### src/rtl/pipeline_hazard_ctrl.sv
// Stall/flush sequencer for the IF, IF/ID and ID/EX stages of the 5-stage RV32I core.
// Optional perf counters (stall_cycles, flush_cycles) are built when STALL_COUNTER_EN is defined.
module pipeline_hazard_ctrl #(
  parameter int REDIR_BUBBLES = 2,
  parameter int CNT_W         = 32
) (
  input  logic       clk,
  input  logic       rst,
  input  logic [4:0] id_rs1,
  input  logic [4:0] id_rs2,
  input  logic       id_use_rs1,
  input  logic       id_use_rs2,
  input  logic       ex_mem_read,
  input  logic [4:0] ex_rd,
  input  logic       ex_redirect,
  input  logic       ex_busy,
  input  logic       imem_ready,
  output logic       pc_en,
  output logic       if_id_en,
  output logic       if_id_flush,
  output logic       id_ex_en,
  output logic       id_ex_flush,
  output logic [1:0] state
`ifdef STALL_COUNTER_EN
  ,
  output logic [CNT_W-1:0] stall_cycles,
  output logic [CNT_W-1:0] flush_cycles
`endif
);

  typedef enum logic [1:0] {
    RUN   = 2'd0,
    REDIR = 2'd1,
    IWAIT = 2'd2
  } state_t;

  if (REDIR_BUBBLES < 0 || REDIR_BUBBLES > 15) begin : g_bad_bubbles
    $error("REDIR_BUBBLES must be in 0..15");
  end
  if (CNT_W < 1) begin : g_bad_cnt_w
    $error("CNT_W must be at least 1");
  end

  state_t     state_q, state_d;
  logic [3:0] cnt_q, cnt_d;
  logic       load_use;
  logic       pc_en_c, if_id_en_c, if_id_flush_c, id_ex_en_c, id_ex_flush_c;

  assign load_use = ex_mem_read && (ex_rd != 5'd0) &&
                    ((id_use_rs1 && (id_rs1 == ex_rd)) || (id_use_rs2 && (id_rs2 == ex_rd)));

  always_comb begin
    state_d       = state_q;
    cnt_d         = cnt_q;
    pc_en_c       = 1'b1;
    if_id_en_c    = 1'b1;
    if_id_flush_c = 1'b0;
    id_ex_en_c    = 1'b1;
    id_ex_flush_c = 1'b0;

    if (ex_redirect) begin
      // A redirect from any state squashes both younger stages and restarts the bubble count.
      if_id_flush_c = 1'b1;
      id_ex_flush_c = 1'b1;
      if (REDIR_BUBBLES > 0) begin
        state_d = REDIR;
        cnt_d   = 4'(REDIR_BUBBLES);
      end else begin
        state_d = RUN;
        cnt_d   = 4'd0;
      end
    end else begin
      case (state_q)
        RUN: begin
          if (ex_busy) begin
            pc_en_c    = 1'b0;
            if_id_en_c = 1'b0;
            id_ex_en_c = 1'b0;
          end else if (load_use) begin
            pc_en_c       = 1'b0;
            if_id_en_c    = 1'b0;
            id_ex_flush_c = 1'b1;
          end else if (!imem_ready) begin
            pc_en_c       = 1'b0;
            if_id_flush_c = 1'b1;
            state_d       = IWAIT;
          end
        end
        REDIR: begin
          // EX only sees bubbles here, so busy and load-use cannot occur.
          if_id_flush_c = 1'b1;
          pc_en_c       = imem_ready;
          if (imem_ready) begin
            cnt_d = cnt_q - 4'd1;
            if (cnt_q == 4'd1) state_d = RUN;
          end
        end
        IWAIT: begin
          if (ex_busy) begin
            pc_en_c       = 1'b0;
            if_id_flush_c = 1'b1;
            id_ex_en_c    = 1'b0;
          end else if (!imem_ready) begin
            pc_en_c       = 1'b0;
            if_id_flush_c = 1'b1;
          end else begin
            state_d = RUN;
          end
        end
        default: begin
          state_d = RUN;
          cnt_d   = 4'd0;
        end
      endcase
    end
  end

  always_ff @(posedge clk or negedge rst) begin
    if (!rst) begin
      state_q <= RUN;
      cnt_q   <= 4'd0;
    end else begin
      state_q <= state_d;
      cnt_q   <= cnt_d;
    end
  end

  // Flush overrides enable on a stage; reset forces every stage to flush and hold.
  assign pc_en       = rst && pc_en_c;
  assign if_id_flush = !rst || if_id_flush_c;
  assign id_ex_flush = !rst || id_ex_flush_c;
  assign if_id_en    = rst && if_id_en_c && !if_id_flush_c;
  assign id_ex_en    = rst && id_ex_en_c && !id_ex_flush_c;
  assign state       = state_q;

`ifdef STALL_COUNTER_EN
  logic [CNT_W-1:0] stall_cycles_q, stall_cycles_d;
  logic [CNT_W-1:0] flush_cycles_q, flush_cycles_d;

  always_comb begin
    stall_cycles_d = stall_cycles_q;
    flush_cycles_d = flush_cycles_q;
    if (!pc_en && !ex_redirect && (stall_cycles_q != {CNT_W{1'b1}}))
      stall_cycles_d = stall_cycles_q + 1'b1;
    if (if_id_flush && (flush_cycles_q != {CNT_W{1'b1}}))
      flush_cycles_d = flush_cycles_q + 1'b1;
  end

  always_ff @(posedge clk or negedge rst) begin
    if (!rst) begin
      stall_cycles_q <= '0;
      flush_cycles_q <= '0;
    end else begin
      stall_cycles_q <= stall_cycles_d;
      flush_cycles_q <= flush_cycles_d;
    end
  end

  assign stall_cycles = stall_cycles_q;
  assign flush_cycles = flush_cycles_q;
`endif

endmodule

### config.mk
export PLATFORM = sky130hd
export DESIGN_NAME = pipeline_hazard_ctrl
export DESIGN_NICKNAME = d
export VERILOG_FILES = /design/src/rtl/pipeline_hazard_ctrl.sv
export SDC_FILE = /design/constraint.sdc
export NUM_CORES = 1
export LEC_CHECK = 0
export ABC_AREA = 1
export BUFFER_PORTS_ARGS = -buffer_cell sky130_fd_sc_hd__buf_2
export CORE_ASPECT_RATIO = 0.9
export CORE_UTILIZATION = 41
export DETAILED_ROUTE_END_ITERATION = 6
export GPL_TIMING_DRIVEN = 0
export PLACE_DENSITY = 0.82
export RECOVER_POWER = 25
export SLEW_MARGIN = 20
export SYNTH_ARGS = -nofsm -noshare
export SYNTH_HDL_FRONTEND = slang
export SYNTH_SLANG_ARGS = --single-unit
export TNS_END_PERCENT = 30
### constraint.sdc
create_clock -name clk -period 3.6 [get_ports clk]
set_input_delay 0.54 -clock clk [delete_from_list [all_inputs] [get_ports clk]]
set_output_delay 0.54 -clock clk [all_outputs]
set_load 0.02 [all_outputs]
# [Word level (Yosys, flattened, before mapping)]
# Cells that the tools add are included.
[op_classes] eq_ne=13 reduce_logical=20 add_sub_neg=1 mux=35
[ops] operator="1-bit two-way mux" count=21
[ops] operator="3-bit != test (second input constant)" count=7
[ops] operator="2-bit two-way mux" count=8
[ops] operator="5-bit == test" count=2
[ops] operator="1-bit logical AND" count=9
[ops] operator="4-bit two-way mux" count=2
[ops] operator="4-bit one-hot mux with 2 select lines" count=1
[ops] operator="7-bit AND reduction" count=1
[ops] operator="1-bit one-hot mux with 3 select lines" count=2
[ops] operator="2-bit one-hot mux with 3 select lines" count=1
[ops] operator="5-bit nonzero test" count=1
[ops] operator="4-bit by 1-bit == test with 1-bit output (second input constant)" count=1
[ops] operator="4-bit by 1-bit subtractor with 4-bit output (second input constant)" count=1
[ops] operator="1-bit logical NOT" count=3
[ops] operator="1-bit logical OR" count=3
[ops] operator="2-bit by 1-bit == test with 1-bit output (second input constant)" count=1
[ops] operator="2-bit == test (second input constant)" count=1
[ops] operator="2-bit logical NOT" count=1
[ops] operator="2-bit by 1-bit != test with 1-bit output (second input constant)" count=1
[ops] operator="2-bit AND reduction" count=1
[ops] operator="2-bit OR reduction" count=1
[totals] out_inout_bits=7 inputBits=23 regBits=6 wordCells=71

# [Depth between registers and ports, before layout]
# Gate-level depths: netlist (run 1).
[depth] ltp_word=10 ltp_mapped=12

# [Least setup slack after synthesis (run 1)]
# Ideal clock, no wire load.
[synth_timing] kind="input to output" start="in ex_rd[2]" end="out id_ex_en" required_ps=3060 t_arrival_ps=1615 slack_ps=1445 n_path_buf=0 path_stages=9 path_cell_list="nor3_1 > nand3_1 > nand2_1 > inv_1 > nand2_2 > inv_1 > nand3_1 > nand3_1 > nor2_1"
[synth_between] elab_chain_cells=10 elab_cells_between_ends=14 classes_between="2 x eq/ne; 4 x mux; 8 x reduce/logical"
[synth_lines] element="start: declaration" line="14" rtl="input logic [4:0] ex_rd,"
[synth_lines] element="5-bit == test" line="50" rtl="((id_use_rs1 && (id_rs1 == ex_rd)) || (id_use_rs2 && (id_rs2 == ex_rd)));"
[synth_lines] element="1-bit logical AND" line="50"
[synth_lines] element="1-bit logical OR" line="50"
[synth_lines] element="1-bit logical AND *" line="49" rtl="assign load_use = ex_mem_read && (ex_rd != 5'd0) &&"
[synth_lines] element="1-bit two-way mux *" line="79" rtl="end else if (load_use) begin"
[synth_lines] element="1-bit two-way mux *" line="75" rtl="if (ex_busy) begin"
[synth_lines] element="1-bit two-way mux *" line="73" rtl="case (state_q)"
[synth_lines] element="1-bit two-way mux *" line="61" rtl="if (ex_redirect) begin"
[synth_lines] element="1-bit logical NOT *" line="133" rtl="assign id_ex_en = rst && id_ex_en_c && !id_ex_flush_c;"
[synth_lines] element="1-bit logical AND *" line="133"
[synth_lines] element="end: declaration" line="21" rtl="output logic id_ex_en,"
# Every way passes the cells marked *; elsewhere a longest branch is shown, timed or not.

# [Final worst setup path (run 1)]
[layout_timing] start="in ex_rd[2]" end="out if_id_en"
[layout_between] elab_chain_cells=10 elab_cells_between_ends=19 classes_between="2 x eq/ne; 8 x mux; 9 x reduce/logical"
[layout_lines] element="5-bit == test" line="50"
[layout_lines] element="1-bit logical AND" line="50"
[layout_lines] element="1-bit logical OR" line="50"
[layout_lines] element="1-bit logical AND *" line="49"
[layout_lines] element="1-bit two-way mux" line="79"
[layout_lines] element="1-bit two-way mux" line="75"
[layout_lines] element="1-bit one-hot mux with 3 select lines / 1-bit two-way mux (equally long branches)" line="73"
[layout_lines] element="1-bit two-way mux" line="61"
[layout_lines] element="1-bit logical NOT / 1-bit logical AND (equally long branches)" line="132" rtl="assign if_id_en = rst && if_id_en_c && !if_id_flush_c;"
[layout_lines] element="1-bit logical AND *" line="132"
[layout_lines] element="end: declaration" line="19" rtl="output logic if_id_en,"
# Marked as above.

==> flow_summary.ini, run 1 <==
[outcome]
outcome = finished clean

[synth]
ys.warnings.count = 0
ys_ff_latch = 6
muxShareOfSynthArea_pct = 0
ys_types = 22
synth_top_family_by_area = simple AND/OR/NAND/NOR gates
synthAdderAreaFrac_pct = 3.591
yosys.area_share.simple_pct = 48.65
synthesis.nets = 150
yosys.area_share.xor_xnor_pct = 2.513
synth_compound_area_share_pct = 8.079
synthCells = 125
syn_avg_cell_area_um2 = 5.575
yosysSeqAreaShare_pct = 21.54
syn_area_um2 = 696.9

[timing]
max_freq_mhz = 456.7
period_needed_ns = 2.190
slew_violations = 0
slew_headroom_pct = 69.04
finalHoldViolCount = 0
worst_pin_slew_ns = 0.4644
grt_setup_unrepaired = no
setup_viol = 0
finalSetupTns_ns = 0
fin_crit_sh_pct = 60.83
finClkSkew_ns = 0.007279

[worst_setup_path]
worst-setup-path-type = input port to output pin
r2r_setup_slack_ns = 2.32
start_kind = input port
crit_path_end_kind = output pin
critPathArrivalTime_ns = 1.65
r2r_start = state[1]$_DFFE_PN0P_
crit_path_max_fanout = 4
crit_required_ns = 3.06
crit_start = ex_rd[2]

[placement]
dpl.hpwl_mm = 1.301
gp_congestion = 0.7857
place_area_um2 = 869.6
port_buffers = 29

[cells_and_area]
drive_gt1_share_pct = 28.66
fillers = 150
antenna_cells = 0
nets = 184
design_area_um2 = 890.9
syn_to_final_growth_pct = 27.83

[detailed_routing]
dr.pass1.iters = 4
drtIter0Drc = 18
wl_per_cell_um = 8.631
antenna_left = 0
vias = 812
viasPerCell = 4.536
drt-total-wl_mm = 1.545
drc = 0

[floorplan]
io_pins = 30
die_area_um2 = 1869
die_w_um = 45.46
rows = 13
start_util_pct = 46.07
die_h_um = 41.11
core_area_um2 = 1513

[clock_tree]
hold_buffers = 0
path_clk_slew_ns = 0.05
clockBufferDepth = 2
cts_resized = 0
cts_tree = yes
clk_latency_ns = 0.25
h-tree-depth = 1
postCtsSetupBuffers = 0
cts_made_buffers = 3
cts-root-buf = clkbuf_4
cts_sinks = 6

[power]
p_leak_nw = 0.5609
swShare_pct = 43.40
p_per_area_nw_per_um2 = 367.5
seqPwrFrac_pct = 30.2
power_uw = 327.4
ir_drop_mv = 0.2908
p_int_uw = 185.3
power_frac_clock_pct = 19.5
p_comb_share_pct = 50.3
power_switching_uw = 142.1

[run]
drv_cap = 0

[global_route]
grt_first_pass_wirelength_mm = 2.470
overflow = 0
gr-usage-all-layers_pct = 19.07
antenna_found_initial = 0
grt_max_degree = 11
grt_pass1_vias = 642

[min_path]
hold_class = input port to async pin
==> power by group through the flow <==
stage          Combinational (mW)  Clock [mW]  Sequential (mW)
2_1_floorplan               0.112           0            0.103
6_report                    0.165      0.0639           0.0988
3_3_place_gp                0.161           0           0.0987
4_1_cts                     0.165      0.0661           0.0986
5_1_grt                     0.186      0.0711            0.101
3_5_place_dp                0.163           0           0.0998
==> path summary, 6_finish.rpt <==
check,end,cells after the start
worst max register to register,state[0]$_DFFE_PN0P_,9
min in group clk,state[1]$_DFFE_PN0P_,2
worst min register to register,state[1]$_DFFE_PN0P_,2
max in group asynchronous,state[1]$_DFFE_PN0P_,1
worst min-delay path,cnt_q[3]$_DFFE_PN0P_,1
worst max-delay path,if_id_en,11
==> per-stage QoR <==
step | worst slack (ns) | utilization [%] | hold WS [ns] | std cells
global route | 1.311 | 58.89 | 0.2449 | 179
finish | 1.410 | 58.89 | 0.2103 | 179
detailed placement | 1.419 | 57.49 | 0.3985 | 176
floorplan | 1.445 | - | 0.2444 | 125
CTS | 1.419 | 58.97 | 0.1291 | 179
global placement | 1.425 | 57.49 | 0.3948 | 176
==> sequential cells by signal, indices dropped and copies added, names as in the netlist <==
| name | cells |
|---|---|
| cnt_q | 4 |
| state | 2 |
==> layout make-up <==
type	instances	area [um^2]	area share (%)
Multi-Input combinational cell	90	437.9	49.16
Sequential cell	6	150.1	16.85
Timing Repair Buffer	29	143.9	16.15
Inverter	29	108.9	12.22
Tap cell	22	27.53	3.090
Clock buffer	3	22.52	2.528
==> cells in the mapped netlist <==
cell type	n	area share, %
a21boi_0	1	1.1
a21oi_1	1	0.72
a31oi_1	1	0.90
dfrtp_1	6	22
ha_1	2	3.6
inv_1	24	13
inv_2	5	2.7
nand2_1	39	21
nand2_2	4	3.6
nand3_1	7	5.0
nand3_2	1	1.4
nand4_1	3	2.7
nor2_1	16	8.6
nor2_2	2	1.8
nor2_4	1	1.6
nor3_1	2	1.4
nor3_2	1	1.4
o21ai_0	4	2.9
o21ai_1	1	0.72
o22ai_1	2	1.8
xnor2_1	1	1.3
xor2_1	1	1.3
==> cells in the final DEF, fill, tap and decap left out, types with 2 or more instances in the layout <==
master,netlist,layout
buf_2,0,28
clkbuf_4,0,3
dfrtp_1,6,6
ha_1,2,2
inv_1,24,24
inv_2,5,5
nand2_1,39,39
nand2_2,4,4
nand3_1,7,7
nand4_1,3,3
nor2_1,16,16
nor2_2,2,2
nor3_1,2,2
o21ai_0,4,4
o22ai_1,2,2
==> cells by family (layout without fill, tap and decap cells) <==
logic type | count (synthesis) | in the layout
flops | 6 | 6
xor+xnor | 2 | 2
buf+inv | 29 | 61
fa+ha+maj | 2 | 2
compound gates | 10 | 10
simple gates | 76 | 76
==> critical path, cell delays in order <==
cell and delay [ns]:
buf_2 0.11, nor3_1 0.21, nand3_1 0.09, nand2_1 0.07, inv_1 0.04, nand2_2 0.09, inv_1 0.06, o21ai_1 0.11
nand2_1 0.06, nor2_1 0.11, buf_2 0.16
==> routing by layer <==
layer	wire (um)	global-route usage (%)	share of wire, %
met2	629	28.57	41
met5	0	0	0
met4	0	0	0
met3	115	7.930	7.4
met1	800	26.84	52
No activity file was read; power rests on OpenSTA's default activity.
==> run 2, diff against run 1 <==
==> constraint.sdc (replaced) <==
create_clock -name clk -period 2.23 [get_ports clk]
set_input_delay 0.3345 -clock clk [delete_from_list [all_inputs] [get_ports clk]]
set_output_delay 0.3345 -clock clk [all_outputs]
set_load 0.02 [all_outputs]
==> flow_summary.ini, run 2 (synthesized netlist as in run 1, its figures left out) <==
[worst_setup_path]
crit_path_frequent_cell = inv_1
critPathArrivalTime_ns = 1.57
path_depth = 9
crit_required_ns = 1.90
crit_path_end_kind = output pin
crit_path_max_fanout = 6
crit_start = state[1]$_DFFE_PN0P_
path_buf_inv = 4
critPathMaxStageDelay_ns = 0.42
crit_slowest_cell = dfrtp_1
r2r_start = state[1]$_DFFE_PN0P_
r2r_setup_slack_ns = 0.95
crit_end = pc_en
path_cells = inv_1 > nand2_1 > inv_2 > nand2_2 > nor2_2 > nor2_4 > inv_1 > a21boi_0 > buf_2
start_kind = flop
worst-setup-path-type = flop to output pin
reg2reg_to = state[0]$_DFFE_PN0P_
critical-path-top-delay-family = flip-flops
reg2reg_depth = 9

[timing]
finClkSkew_ns = 0.007659
timing.final.ws_setup_ns = 0.3228
grt_setup_unrepaired = no
finalSetupTns_ns = 0
finalHoldViolCount = 0
setup_viol = 0
period_needed_ns = 1.907
worst_pin_slew_ns = 0.2429
max_freq_mhz = 524.3
fin_crit_sh_pct = 85.53
slew_violations = 0
slew_headroom_pct = 83.75

[floorplan]
die_h_um = 41.11
rows = 13
io_pins = 30
die_w_um = 45.46
start_util_pct = 46.07
core_area_um2 = 1513
die_area_um2 = 1869

[power]
p_int_uw = 300.6
p_per_area_nw_per_um2 = 587.5
ir_drop_mv = 0.4689
p_comb_share_pct = 50.5
p_leak_nw = 0.5678
seqPwrFrac_pct = 30.1
power_frac_clock_pct = 19.4
power_uw = 530.0
swShare_pct = 43.29
power_switching_uw = 229.4

[cells_and_area]
syn_to_final_growth_pct = 29.44
seq_area_um2 = 150.1
multi_input_area_um2 = 437.9
drive_gt1_share_pct = 29.11
nets = 185
antenna_cells = 0
largest_register_ffs = 4
fillers = 149
fin_util_pct = 59.64
top_register = cnt_q
final_cell_mix = nand2_1 (39), buf_2 (29), inv_1 (24)
final_common_cell = nand2_1

[detailed_routing]
drtIter0Drc = 18
dr.pass1.iters = 4
drt-total-wl_mm = 1.557
antenna_left = 0
wl_per_cell_um = 8.650
viasPerCell = 4.583
vias = 825
drc = 0

[placement]
dpl.hpwl_mm = 1.301
port_buffers = 29
gp_congestion = 0.7857
preCtsSetupSlack_ns = 0.4603

[global_route]
grt_first_pass_wirelength_mm = 2.484
antenna_found_initial = 0
grt_pass1_vias = 645
grt_max_degree = 11
gr-usage-all-layers_pct = 19.16
overflow = 0

[clock_tree]
cts_made_buffers = 3
path_clk_slew_ns = 0.05
cts-root-buf = clkbuf_4
h-tree-depth = 1
cts_tree = yes
cts_sinks = 6
clk_latency_ns = 0.25
cts_resized = 0
clockBufferDepth = 2

[min_path]
worstHoldStart = ex_redirect
hold_class = input port to flop

[outcome]
outcome = finished clean

[run]
drv_cap = 0
run 2: cell type report:
class / count / area share, %
multi-input cells: 90 / 48.54
well taps: 22 / 3.051
repair buffers: 30 / 17.20
inverters: 29 / 12.07
clock buffers: 3 / 2.497
flip-flops and latches: 6 / 16.64
run 2: power groups by stage:
stage	Combinational [mW]	Sequential, mW	Clock, mW
after CTS	0.268	0.159	0.107
after global placement	0.259	0.159	0
final	0.267	0.160	0.103
after detailed placement	0.264	0.161	0
after global routing	0.302	0.163	0.115
after floorplan	0.182	0.167	0
run 2: worst min-delay path by stage:
stage / to / slack (ns) / cells after the start
after global placement: cnt_q[3]$_DFFE_PN0P_ / 0.19 / 1
after detailed placement: cnt_q[2]$_DFFE_PN0P_ / 0.19 / 1
final: state[0]$_DFFE_PN0P_ / 0.41 / 3
after CTS: state[0]$_DFFE_PN0P_ / 0.40 / 3
after floorplan: cnt_q[0]$_DFFE_PN0P_ / 0.04 / 0
after global routing: state[0]$_DFFE_PN0P_ / 0.43 / 3
run 2: timing repair:
action / in CTS / in global routing
setup buffers: 0 / 0
hold endpoints to repair: 6 / 0
hold buffers: 1 / 0
run 2: stage by stage:
stage / cell area (um^2) / hold WS, ns / instances
final: 902.1 / 0.4139 / 180
after global routing: 902.1 / 0.4253 / 180
after CTS: 902.1 / 0.4005 / 180
after detailed placement: 869.6 / 0.1930 / 176
after global placement: 869.6 / 0.1893 / 176
after floorplan: 696.9 / 0.03891 / 125
run 2: routing by layer:
metal  track usage (%)  up-vias  share of wire, %  wire [um]
met5                 0        -                 0          0
met4                 0        0                 0          0
met3             7.930        0               7.7        120
met2             28.57       28                41        638
met1             27.11      349                51        798
li1                  -      448                 -          -
run 2: worst min-delay path: cells and delay by family:
family	cells	cell delay, ns
and+or+nand+nor	1	0.09
buffers and inverters	2	0.21
==> run 3, diff against run 2 <==
--- a/config.mk
+++ b/config.mk
@@ -13,6 +13,7 @@
 export GPL_TIMING_DRIVEN = 0
 export PLACE_DENSITY = 0.82
 export RECOVER_POWER = 25
+export REMOVE_ABC_BUFFERS = 1
 export SLEW_MARGIN = 20
 export SYNTH_ARGS = -nofsm -noshare
 export SYNTH_HDL_FRONTEND = slang
==> constraint.sdc (replaced) <==
create_clock -name clk -period 2.43 [get_ports clk]
set_input_delay 0.3645 -clock clk [delete_from_list [all_inputs] [get_ports clk]]
set_output_delay 0.3645 -clock clk [all_outputs]
set_load 0.02 [all_outputs]
==> flow_summary.ini, run 3 (synthesized netlist as in run 1, its figures left out) <==
[power]
p_leak_nw = 0.5651
ir_drop_mv = 0.4310
p_per_area_nw_per_um2 = 540.1

[clock_tree]
cts_tree = yes
clk_latency_ns = 0.25
cts_made_buffers = 3
h-tree-depth = 1
cts_resized = 0
cts-root-buf = clkbuf_4
clockBufferDepth = 2
path_clk_slew_ns = 0.05
postCtsSetupBuffers = 0
cts_sinks = 6

[cells_and_area]
antenna_cells = 0
syn_to_final_growth_pct = 29.26
fin_cells = 180
nets = 185
final_common_cell = nand2_1
top_register = cnt_q
largest_register_ffs = 4
drive_gt1_share_pct = 28.48
fin_util_pct = 59.55
final_cell_mix = nand2_1 (39), buf_2 (28), inv_1 (24)

[worst_setup_path]
path_cells = dlygate4sd3_1 > clkbuf_1 > nand3_1 > nor2_1 > buf_2
crit_required_ns = 2.07
crit_slowest_cell = dlygate4sd3_1
start_kind = input port
critPathMaxStageDelay_ns = 0.52
worst-setup-path-type = input port to output pin
crit_path_end_kind = output pin
critPathArrivalTime_ns = 1.72
crit_path_max_fanout = 10

[outcome]
outcome = finished clean

[global_route]
gr-usage-all-layers_pct = 19.16
grt_first_pass_wirelength_mm = 2.484
antenna_found_initial = 0
grt_pass1_vias = 645
grt_max_degree = 11
overflow = 0

[timing]
grt_setup_unrepaired = no
fin_crit_sh_pct = 85.72
max_freq_mhz = 480.1
timing.hold.ws_ns = 0.4415
finClkSkew_ns = 0.007684
worst_pin_slew_ns = 0.4661
slew_violations = 0
slew_headroom_pct = 68.93
period_needed_ns = 2.083
finalSetupTns_ns = 0
setup_viol = 0
finalHoldViolCount = 0

[run]
drv_cap = 0

[detailed_routing]
antenna_left = 0
vias = 825
wl_per_cell_um = 8.622
dr.pass1.iters = 4
drc = 0
viasPerCell = 4.583
drt-total-wl_mm = 1.552
drtIter0Drc = 18

[floorplan]
core_area_um2 = 1513
die_w_um = 45.46
die_h_um = 41.11
io_pins = 30
die_area_um2 = 1869
start_util_pct = 46.07
rows = 13

[placement]
dpl.hpwl_mm = 1.301
port_buffers = 29
gp_congestion = 0.7857
dp_cells = 176

[min_path]
hold_class = input port to flop
run 3: repair_timing:
| item | in CTS | in global routing |
|---|---|---|
| endpoints found under the setup margin | 0 | 0 |
| hold buffers | 1 | 0 |
| hold endpoints to repair | 6 | 0 |
run 3: power by group:
part | internal [mW] | switching [mW] | leakage (nW)
clock | 0.0560 | 0.0385 | 0.0138
combinational | 0.0951 | 0.150 | 0.475
sequential | 0.124 | 0.0219 | 0.0763
total | 0.276 | 0.211 | 0.565
run 3: path summary, 6_finish.rpt:
check,from,to,slack (ns),depth (start not counted)
worst max register to register,state[1]$_DFFE_PN0P_,state[0]$_DFFE_PN0P_,1.16,9
worst max-delay path,rst,id_ex_en,0.35,5
min in group asynchronous,rst,cnt_q[2]$_DFFE_PN0P_,0.57,2
worst min-delay path,ex_redirect,state[0]$_DFFE_PN0P_,0.44,3
worst min register to register,state[1]$_DFFE_PN0P_,state[1]$_DFFE_PN0P_,0.58,2
max in group asynchronous,rst,state[1]$_DFFE_PN0P_,1.53,2
run 3: routing by layer:
metal  wire, um  vias up  track usage [%]
li1           -      449                -
met1        793      350            27.11
met2        635       26            28.57
met3        123        0            7.930
met4          0        0                0
met5          0        -                0
run 3: critical path, delay by kind of cell:
family / cells / cell delay [ns]
AND/OR/NAND/NOR: 2 / 0.29
buffers and inverters: 3 / 1.07
run 3: layout make-up:
type / count / area, um^2
Sequential cell: 6 / 150.1
Fill cell: 149 / 611.8
Multi-Input combinational cell: 90 / 437.9
Timing Repair Buffer: 30 / 153.9
Clock buffer: 3 / 22.52
Inverter: 29 / 108.9
Tap cell: 22 / 27.53
run 3: stage by stage:
step           setup WS (ns)  area [um^2]  total power [mW]
2_1_floorplan         0.5622        696.9            0.3197
3_3_place_gp          0.6056        869.6            0.3842
3_5_place_dp          0.6003        869.6            0.3897
4_1_cts               0.5115        902.1            0.4900
5_1_grt               0.2002        900.9            0.5322
6_report              0.3470        900.9            0.4866
